File: src/rtl/ifstage_fetch.sv
`default_nettype none
// ============================================================================
//  Module      : ifstage_fetch
//  Description : Instruction-fetch stage. Holds the program counter, issues
//                one outstanding request at a time to the instruction memory,
//                registers the returned word for the control unit, and flags
//                a sticky error when the memory is slow to acknowledge.
//
//  Ports
//    Clk          in   1   single clock, rising edge
//    Reset        in   1   asynchronous, active-low
//    PC_Sel       in   1   next-PC select: 0 = PC+4, 1 = branch target
//    PC_LdEn      in   1   consume current instruction and advance the PC
//    Imm          in  32   sign-extended branch offset, in words
//    IMem_Data    in  32   instruction word from memory
//    IMem_Ack     in   1   memory data valid (single-cycle pulse)
//    IMem_Req     out  1   fetch request to memory
//    IMem_Addr    out 32   fetch byte address
//    Instr        out 32   registered instruction for control
//    Instr_Valid  out  1   Instr holds a fetched word not yet consumed
//    PC           out 32   address of Instr / current fetch
//    Fetch_Err    out  1   sticky memory-timeout flag
//
//  Parameters
//    TIMEOUT      REQ cycles without IMem_Ack before Fetch_Err sets (2..255)
//
//  Revision    : 1.0  initial release
// ============================================================================
module ifstage_fetch #(
    parameter int TIMEOUT = 16
) (
    input  logic        Clk,
    input  logic        Reset,
    input  logic        PC_Sel,
    input  logic        PC_LdEn,
    input  logic [31:0] Imm,
    input  logic [31:0] IMem_Data,
    input  logic        IMem_Ack,
    output logic        IMem_Req,
    output logic [31:0] IMem_Addr,
    output logic [31:0] Instr,
    output logic        Instr_Valid,
    output logic [31:0] PC,
    output logic        Fetch_Err
);

    // ------------------------------------------------------------------
    // Constants
    // ------------------------------------------------------------------
    // The wait counter is 8 bits wide, enough for the largest TIMEOUT.
    localparam logic [7:0]  C_TIMEOUT    = 8'(TIMEOUT);
    localparam logic [7:0]  C_TIMEOUT_M1 = 8'(TIMEOUT - 1);
    localparam logic [31:0] C_PC_STEP    = 32'd4;

    // ------------------------------------------------------------------
    // State encoding. IDLE is only reachable through reset.
    // ------------------------------------------------------------------
    typedef enum logic [1:0] {
        S_IDLE = 2'd0,
        S_REQ  = 2'd1,
        S_HOLD = 2'd2
    } state_t;

    // ------------------------------------------------------------------
    // Registers and their next-state values
    // ------------------------------------------------------------------
    state_t      r_state;
    state_t      w_state_nxt;
    logic [31:0] r_pc;
    logic [31:0] w_pc_nxt;
    logic [31:0] r_instr;
    logic [31:0] w_instr_nxt;
    logic        r_instr_valid;
    logic        w_instr_valid_nxt;
    logic        r_fetch_err;
    logic        w_fetch_err_nxt;
    logic [7:0]  r_wait_cnt;
    logic [7:0]  w_wait_cnt_nxt;

    // Candidate next-PC values. Every operand is a multiple of four, so the
    // two low PC bits stay zero for ever; Imm bits [31:30] fall off the top
    // of the shift and the sums wrap modulo 2^32.
    logic [31:0] w_pc_seq;
    logic [31:0] w_pc_branch;

    assign w_pc_seq    = r_pc + C_PC_STEP;
    assign w_pc_branch = w_pc_seq + (Imm << 2);

    // ------------------------------------------------------------------
    // Sequential process: every piece of state, async active-low reset.
    // ------------------------------------------------------------------
    always_ff @(posedge Clk or negedge Reset) begin
        if (!Reset) begin
            r_state       <= S_IDLE;
            r_pc          <= '0;
            r_instr       <= '0;
            r_instr_valid <= 1'b0;
            r_fetch_err   <= 1'b0;
            r_wait_cnt    <= '0;
        end else begin
            r_state       <= w_state_nxt;
            r_pc          <= w_pc_nxt;
            r_instr       <= w_instr_nxt;
            r_instr_valid <= w_instr_valid_nxt;
            r_fetch_err   <= w_fetch_err_nxt;
            r_wait_cnt    <= w_wait_cnt_nxt;
        end
    end

    // ------------------------------------------------------------------
    // Combinational process: next state and datapath updates.
    // ------------------------------------------------------------------
    always_comb begin
        w_state_nxt       = r_state;
        w_pc_nxt          = r_pc;
        w_instr_nxt       = r_instr;
        w_instr_valid_nxt = r_instr_valid;
        w_fetch_err_nxt   = r_fetch_err;
        w_wait_cnt_nxt    = r_wait_cnt;

        case (r_state)
            S_IDLE: begin
                // Leave IDLE unconditionally; anything arriving on the
                // memory interface now belongs to an aborted request.
                w_state_nxt    = S_REQ;
                w_wait_cnt_nxt = '0;
            end

            S_REQ: begin
                if (IMem_Ack) begin
                    // An Ack takes priority over a timeout in the same cycle,
                    // so the error flag is left untouched here.
                    w_instr_nxt       = IMem_Data;
                    w_instr_valid_nxt = 1'b1;
                    w_state_nxt       = S_HOLD;
                end else begin
                    if (r_wait_cnt != C_TIMEOUT) begin
                        w_wait_cnt_nxt = r_wait_cnt + 8'd1;
                    end
                    // The counter reaches TIMEOUT on this edge (or already
                    // has); the request stays up and a late Ack is accepted.
                    if (r_wait_cnt >= C_TIMEOUT_M1) begin
                        w_fetch_err_nxt = 1'b1;
                    end
                end
            end

            S_HOLD: begin
                if (PC_LdEn) begin
                    w_pc_nxt          = PC_Sel ? w_pc_branch : w_pc_seq;
                    w_instr_valid_nxt = 1'b0;
                    w_wait_cnt_nxt    = '0;
                    w_state_nxt       = S_REQ;
                end
            end

            default: begin
                w_state_nxt = S_IDLE;
            end
        endcase
    end

    // ------------------------------------------------------------------
    // Outputs. The request is a decode of the registered state, so it
    // drops on the same edge that captures the Ack.
    // ------------------------------------------------------------------
    assign IMem_Req    = (r_state == S_REQ);
    assign IMem_Addr   = r_pc;
    assign PC          = r_pc;
    assign Instr       = r_instr;
    assign Instr_Valid = r_instr_valid;
    assign Fetch_Err   = r_fetch_err;

endmodule
`default_nettype wire

File: config.mk
export PLATFORM = sky130hd
export DESIGN_NAME = ifstage_fetch
export DESIGN_NICKNAME = d
export VERILOG_FILES = /design/src/rtl/ifstage_fetch.sv
export SDC_FILE = /design/constraint.sdc
export NUM_CORES = 1
export LEC_CHECK = 0
export ABC_AREA = 1
export BUFFER_PORTS_ARGS = -buffer_cell sky130_fd_sc_hd__buf_2
export CAP_MARGIN = 15
export CORE_MARGIN = 5
export CORE_UTILIZATION = 30
export CTS_CLUSTER_DIAMETER = 80
export DETAILED_ROUTE_END_ITERATION = 7
export HOLD_SLACK_MARGIN = 0.06
export REMOVE_ABC_BUFFERS = 1
export SLEW_MARGIN = 20
export SYNTH_ARGS = -nofsm -noshare
export SYNTH_HDL_FRONTEND = slang
export SYNTH_SLANG_ARGS = --single-unit
File: constraint.sdc
create_clock -name Clk -period 3.3 [get_ports Clk]
set_input_delay 0.66 -clock Clk [delete_from_list [all_inputs] [get_ports Clk]]
set_output_delay 0.66 -clock Clk [all_outputs]
set_load 0.02 [all_outputs]
Word level (Yosys, flattened, before mapping)
Cells that the tools add are included.

Add/subtract/negate cells: 3. Order comparisons: 1. Equality and inequality tests: 7. Multiplexer cells: 11. Bitwise operators: 1. Reductions and logical operators: 9.

Operator list (number): adder 32 x 3 -> 32 bit (second input constant) (1); adder 32 bit (1); two-way mux 32 bit (1); two-way mux 8 bit (3); one-hot mux 8 bit (3 select lines) (1); adder 8 x 1 -> 8 bit (second input constant) (1); >= comparator 8 x 4 -> 1 bit (second input constant) (1); != test 8 x 5 -> 1 bit (second input constant) (1); != test 2 bit (second input constant) (3); one-hot mux 2 bit (3 select lines) (1); AND reduction 2 bit (3); AND reduction 3 bit (2); two-way mux 2 bit (2); AND reduction 4 bit (1); nonzero test 3 bit (1); equality test 2 x 1 -> 1 bit (second input constant) (1); equality test 2 bit (second input constant) (1); zero test 2 bit (1); two-way mux 1 bit (2); != test 2 x 1 -> 1 bit (second input constant) (1); one-hot mux 1 bit (2 select lines) (1); nonzero test 2 bit (1); inverter 1 bit (1).

Register bits after elaboration: 76. Input bits: 69. Output and inout port bits: 99. Word-level logic and storage cells: 38.

Depth between registers and ports, before layout
Gate-level depths: netlist (run 1).

Depth after elaboration: 4. Gate-level depth with buffers: 23.

Worst setup path after synthesis (run 1)
OpenSTA, ideal clock, no wires.

Path type: register to register. Start: reg r_pc[3], in the netlist IMem_Addr[3]. End: reg r_pc[29], in the netlist IMem_Addr[29]. Data arrival time: 2582 ps. Data required time: 3183 ps. Slack: 602 ps. Cell stages (with the launch flop): 21. Cells stage by stage: dfrtp_1 -> ha_1 -> inv_1 -> nor2_4 -> nand2_4 -> nor2_4 -> nand2_2 -> nor2_4 -> xor2_1 -> inv_1 -> ha_1 -> a21oi_1 -> o21bai_1 -> nand2_1 -> nand2_1 -> a21oi_1 -> nand2_1 -> nand2_1 -> nand3_1 -> nand2_1 -> nand2_1.

Word-level cells in the longest chain between the ends: 3.

Ends and longest elaborated chain: start, declared (line 69) `logic [31:0] r_pc;`; start signal, assigned (line 102) `r_pc <= w_pc_nxt;`; adder 32 x 3 -> 32 bit * (line 86) `assign w_pc_seq = r_pc + C_PC_STEP;`; adder 32 bit (line 87) `assign w_pc_branch = w_pc_seq + (Imm << 2);`; two-way mux 32 bit * (line 150) `w_pc_nxt = PC_Sel ? w_pc_branch : w_pc_seq;`.

Every way passes the cells marked *; elsewhere a longest branch is shown, timed or not. A chain may end at the register's enable or synchronous reset.

Worst setup path in the final report (run 1)
Start: reg r_pc[9], in the netlist IMem_Addr[9]. End: reg r_pc[24], in the netlist IMem_Addr[24].

Same word-level chain as after synthesis.

==> qor.txt, run 1 <==
status: finished clean
TritonCTS clock tree: built
final setup TNS: 0 ns
# diodes: 0
Netlist cell types: 43
CP delay by family, top: simple AND/OR/NAND/NOR gates
endpoints failing setup: 0
via/cell ratio: 4.64
dominant synthesized flop cell: dfrtp_1
max-slew violations: 0
detailed placement HPWL: 15.2 mm
Post-Syn Instances: 907
htree depth: 3
Die X-Extent: 156 um
# rows: 53
Clock Path Buffers: 2
TritonCTS Buffers: 9
DRC Markers: 0
number of global-route vias before repair: 5,941
Clk pin slew, worst setup/hold paths: 0.06 ns
Pleak: 4.05 nW
CORE AREA: 21,000 um2
worst-margin pin slew: 0.857 ns
Crit Path Max Fanout: 5
Post-CTS Setup Inserts: 0
Final Hold Violating Endpoints: 0
Peak VDD IR: 0.509 mV
nets: 1,151
die area: 24,300 um2
total grt overflow: 0
global-route wire length before repair: 30.4 mm
DRT iter0 DRCs: 393
iteration count of the initial detailed-routing pass: 5
Rel. slew slack: 0.428
Die H: 156 um
Clock power frac: 0.126
crit path DAT: 3.26 ns
routability congestion estimate from global placement: 0.899
WS Path Type: reg2reg
Initial Utilization: 0.304
layout cells sized above 1: 0.258
sequential fraction of design power: 0.244
Internal Power: 3.42 mW
initial antenna violation count: 0
Syn. warnings: 0
clk_skew: 0.00544 ns
most frequent CP cell: nand2_1
port bufs: 161
sw frac: 0.520
clk_lat worst skew: 0.33 ns
power share of the combinational group: 0.630
type of origin of the critical path: flip-flop
Data required, critical path: 3.52 ns
final period utilization: 0.922
maxcap violations: 0
fill count: 2,270
Global Route Usage Sum: 0.154
Switching Power: 3.70 mW
Routed Antenna Nets: 0
CTS Root Cell: clkbuf_16
CP Capture Type: flip-flop
Critical Path Slowest Stage Cell: dfrtp_1
Area growth syn-to-layout: 19.6%
Post-synth ARST share: 1.00
I/O pins: 168
Final Cell Area: 7640 um2
Bufs and invs on worst path: 1
DP Area: 7290 um2
clock sinks: 74
Post-synth EDFFs: 0
Hold/Removal Path Class: in2async
beginning of the critical path: IMem_Addr[9]$_DFFE_PN0P_
Yosys reg bits: 74
Via Count: 6,131
largest stage delay on the critical path: 0.44 ns
syn_area_per_cell: 7.04 um2
Final Core Density: 0.363
sequential fraction of the synthesis area: 0.290
R2R Path Start: IMem_Addr[9]$_DFFE_PN0P_
pwr dens: 933 nW/um2
WL per Instance: 14.2 um
f_max: 329 MHz
worst-path cell chain: nand2_1 > nor2_2 > nand2_4 > nor2_4 > nand2_2 > nor2_4 > xor2_1 > inv_1 > ha_1 > nand2_1 > nor2_2 > and2_1 > nand3b_1 > nand4_1 > nand3_1 > nand2_1 > nand2_1
Period minus WS final: 3.04 ns
Post-Syn Area: 6390 um2
routed wire length: 18.8 mm
largest net degree at the start of global routing: 75
-- flip-flops by register name (all words and copies together), names as in the netlist --
signal and flops:
IMem_Addr 30, r_wait_cnt 8, Instr 32, Fetch_Err 1, Instr_Valid 1, r_state 2
-- power by group through the flow --
stage,Sequential [mW],Clock [mW],Combinational (mW)
global placement,1.72,0,4.43
detailed placement,1.75,0,4.46
floorplan,2.34,0,2.41
global route,1.81,0.965,5.01
CTS,1.73,0.930,4.48
finish,1.74,0.900,4.49
-- cell usage after synthesis (3+ instances only) --
cell type	number	area, um2
buf_4	34	255
o31ai_1	3	22.5
nor2_1	71	267
inv_1	121	454
xor2_1	31	272
ha_1	39	488
xnor2_1	6	52.6
nor3_2	3	30.0
nand2_2	10	62.6
buf_2	8	40.0
o21bai_1	6	45.0
mux2_2	32	360
nand4_1	8	50.1
nor2_2	6	37.5
nor4_1	3	18.8
clkbuf_1	6	22.5
nand3b_1	3	22.5
a21oi_1	42	210
nand2_1	263	987
nand3_1	54	270
o21ai_1	9	45.0
o22ai_1	4	25.0
dfrtp_1	74	1850
o21ai_0	30	150
nor3b_1	3	22.5
nor3_1	7	35.0
nor2_4	10	113
-- cell type report --
type	instances	area, um2	area share
Multi-Input combinational cell	665	3810	0.499
Sequential cell	74	1860	0.243
Timing Repair Buffer	169	888	0.116
Inverter	123	462	0.0604
Tap cell	275	344	0.0450
Clock buffer	12	246	0.0323
Clock inverter	4	27.5	0.00360
-- cell usage in the layout (no fill, tap or decap), types with 10 or more instances in the layout --
cell	instances
nand3_1	53
nor2_1	64
nor2_4	10
mux2_2	32
a21oi_1	40
nand2_1	263
ha_1	39
xor2_1	30
o21ai_1	10
nor2_2	13
buf_2	160
dfrtp_1	68
o21ai_0	29
inv_1	121
nand2_2	10
-- worst paths after layout --
path	end	slack [ns]	depth (start not counted)
setup reg to reg	IMem_Addr[24]$_DFFE_PN0P_	0.26	17
hold reg to reg	Fetch_Err$_DFFE_PN0P_	0.47	2
setup / recovery	IMem_Addr[24]$_DFFE_PN0P_	0.26	17
min in group Clk	Fetch_Err$_DFFE_PN0P_	0.47	2
max in group asynchronous	IMem_Addr[18]$_DFFE_PN0P_	2.50	2
hold / removal	Instr[16]$_DFFE_PN0P_	0.24	1
-- per-stage QoR --
step,worst slack (ns),hold WS [ns],power [mW],instances
floorplan,0.472,0.364,4.75,862
global placement,0.268,0.451,6.15,1305
detailed placement,0.269,0.457,6.21,1305
finish,0.259,0.237,7.13,1322
CTS,0.240,0.472,7.14,1321
global route,-0.0403,0.248,7.79,1322
-- layer usage --
layer	track usage	vias up	wire length, um
met3	0.0216	8	983
met4	0.0200	0	112
met5	0	-	0
met1	0.224	2828	9010
li1	-	3120	-
met2	0.252	175	8670
-- logic make-up (layout without fill, tap and decap cells) --
kind of cell | after synthesis | in the layout | synth area share
compound gates | 102 | 102 | 0.0877
xor+xnor | 37 | 37 | 0.0507
fa+ha+maj | 40 | 40 | 0.0795
buf+inv | 171 | 308 | 0.122
flops | 74 | 74 | 0.290
mux | 32 | 32 | 0.0564
other cells | 1 | 4 | 0.000587
simple gates | 450 | 450 | 0.313
-- repair_timing --
| action | in CTS | in global routing |
|---|---|---|
| endpoints found under the setup margin | 0 | 7 |
| resized for setup | 0 | 19 |
| hold buffers | 0 | 0 |
(Power assumes the default switching activity.)
==> inputs of run 2 (changes only) <==
--- a/config.mk
+++ b/config.mk
@@ -6,8 +6,10 @@
 export NUM_CORES = 1
 export LEC_CHECK = 0
 export ABC_AREA = 1
+export ABC_CLOCK_PERIOD_IN_PS = 3300
 export BUFFER_PORTS_ARGS = -buffer_cell sky130_fd_sc_hd__buf_2
 export CAP_MARGIN = 15
+export CORE_ASPECT_RATIO = 1.75
 export CORE_MARGIN = 5
 export CORE_UTILIZATION = 30
 export CTS_CLUSTER_DIAMETER = 80
==> qor.txt, run 2 (synthesis results as in run 1) <==
status: finished clean
pwr dens: 975 nW/um2 (+4.5%)
largest stage delay on the critical path: 0.48 ns (+0.04 ns)
WL per Instance: 15.7 um (+11%)
port bufs: 161 (unchanged)
CORE AREA: 20,900 um2 (-0.42%)
# diodes: 0 (unchanged)
detailed placement HPWL: 16.6 mm (+9.4%)
# rows: 70 (+32%)
WS Path Type: reg2reg
routed wire length: 20.4 mm (+8.5%)
htree depth: 3 (unchanged)
via/cell ratio: 4.80 (+3.4%)
CP Capture Type: flip-flop
iteration count of the initial detailed-routing pass: 6 (+1)
worst-margin pin slew: 0.854 ns (-0.00327 ns)
largest net degree at the start of global routing: 75 (unchanged)
maxcap violations: 0 (unchanged)
max-slew violations: 0 (unchanged)
Clk pin slew, worst setup/hold paths: 0.06 ns (about the same)
R2R Path Start: IMem_Addr[12]$_DFFE_PN0P_
most common cell after layout, fill and taps aside: nand2_1
number of global-route vias before repair: 6,155 (+3.6%)
clk_lat worst skew: 0.34 ns (about the same)
Post-CTS Setup Inserts: 0 (unchanged)
Die H: 203 um (+30%)
f_max: 325 MHz (-1.1%)
RSZ-0062 raised after global routing: yes
routability congestion estimate from global placement: 0.907 (+0.89%)
Hold/Removal Path Class: in2async
global-route wire length before repair: 31.6 mm (+4.2%)
Die X-Extent: 120 um (-23%)
layout cells sized above 1: 0.256 (-0.00167)
worst-path cell chain: nand2_2 > nor2_4 > nand2_1 > nor2_1 > xor2_1 > inv_1 > ha_1 > nand2_1 > nor2_1 > nand3_1 > nand3_1 > xor2_1 > o21ai_1 > nand2_1
Rel. slew slack: 0.430 (+0.00218)
die area: 24,400 um2 (+0.47%)
TritonCTS clock tree: built
Routed Antenna Nets: 0 (unchanged)
clk_skew: 0.00845 ns (+0.00301 ns)
Critical Path Slowest Stage Cell: dfrtp_1
Final Hold Violating Endpoints: 0 (unchanged)
initial antenna violation count: 0 (unchanged)
clock sinks: 74 (unchanged)
TritonCTS Buffers: 9 (unchanged)
most frequent CP cell: nand2_1
Data required, critical path: 3.56 ns (+0.04 ns)
I/O pins: 168 (unchanged)
crit path DAT: 3.34 ns (+0.08 ns)
placed cells: 1,283 (-1.7%)
Pleak: 4.07 nW (+0.55%)
nets: 1,151 (unchanged)
Area growth syn-to-layout: 19.7% (about the same)
final period utilization: 0.932 (+0.0102)
Global Route Usage Sum: 0.166 (+0.0112)
Final Core Density: 0.365 (+0.00184)
Via Count: 6,227 (+1.6%)
Period minus WS final: 3.07 ns (+0.0338 ns)
type of origin of the critical path: flip-flop
Final Non-Filler Cells: 1,298 (-1.8%)
Crit Path Max Fanout: 6 (+1)
DRC Markers: 0 (unchanged)
Clock Path Buffers: 2 (unchanged)
DRT iter0 DRCs: 222 (-44%)
most frequent cells in the layout: 263 x nand2_1, 160 x buf_2, 121 x inv_1
endpoints failing setup: 0 (unchanged)
Initial Utilization: 0.305 (+0.00129)
total grt overflow: 0 (unchanged)
max reg flops: 32 (unchanged)
beginning of the critical path: IMem_Addr[12]$_DFFE_PN0P_
Peak VDD IR: 0.445 mV (-13%)
CTS Root Cell: clkbuf_16
[run 2: cell types whose count changed in the layout (fill, tap and decap cells not counted), moves of 2 or more]
| cell | previous run | this run |
|---|---|---|
| bufinv_16 | 0 | 3 |
| clkbuf_1 | 2 | 0 |
| clkinvlp_4 | 3 | 1 |
| nor2_1 | 64 | 66 |
| nor2_2 | 13 | 11 |
[run 2: cell type report]
type                    count  area (um2)
fillers                  2235       13300
multi-input cells         665        3790
flip-flops and latches     74        1860
repair buffers            169         872
inverters                 123         462
well taps                 252         315
clock buffers               9         225
clock inverters             6         115
[run 2: stage by stage]
stage / hold WS [ns] / power, mW / setup TNS [ns] / setup WS, ns / cell area, um2
final: 0.334 / 7.45 / 0 / 0.225 / 7640
after global routing: 0.412 / 8.08 / -0.0143 / -0.0143 / 7640
after CTS: 0.468 / 7.50 / 0 / 0.156 / 7610
after detailed placement: 0.452 / 6.33 / 0 / 0.190 / 7270
after global placement: 0.449 / 6.29 / 0 / 0.233 / 7270
after floorplan: 0.364 / 4.75 / 0 / 0.472 / 6080
[run 2: per-layer routing]
layer	share of wire	wire length, um	GRT usage
met5	0	0	0
met2	0.54	11000	0.313
met4	0.061	1240	0.101
met3	0.032	643	0.0106
met1	0.37	7490	0.177
[run 2: power breakdown]
part | internal, mW | switching, mW | total [mW]
Clock | 0.738 | 0.394 | 1.13
Combinational | 1.58 | 3.00 | 4.58
Sequential | 1.32 | 0.425 | 1.74
[run 2: final timing paths]
kind | to | slack, ns | cells after the start
min in group Clk | Fetch_Err$_DFFE_PN0P_ | 0.46 | 2
worst max register to register | IMem_Addr[14]$_DFFE_PN0P_ | 0.23 | 14
max in group asynchronous | IMem_Addr[14]$_DFFE_PN0P_ | 2.42 | 1
worst max-delay path | IMem_Addr[14]$_DFFE_PN0P_ | 0.23 | 14
worst min register to register | Fetch_Err$_DFFE_PN0P_ | 0.46 | 2
worst min-delay path | Instr[18]$_DFFE_PN0P_ | 0.33 | 1
[run 2: repair_timing]
item	in CTS	in global routing
endpoints found under the hold margin	0	0
setup endpoints to repair	0	10
hold buffers	0	0
gates resized for setup	0	16
[run 2: critical path, delay by kind of cell (launching register included)]
family | cells | cell delay, ns
xor gates and xnor gates | 2 | 0.58
and+or+nand+nor | 9 | 1.36
DFF | 1 | 0.48
adders and majority gates | 1 | 0.30
buffers and inverters | 1 | 0.13
AOI/OAI and AO/OA | 1 | 0.16
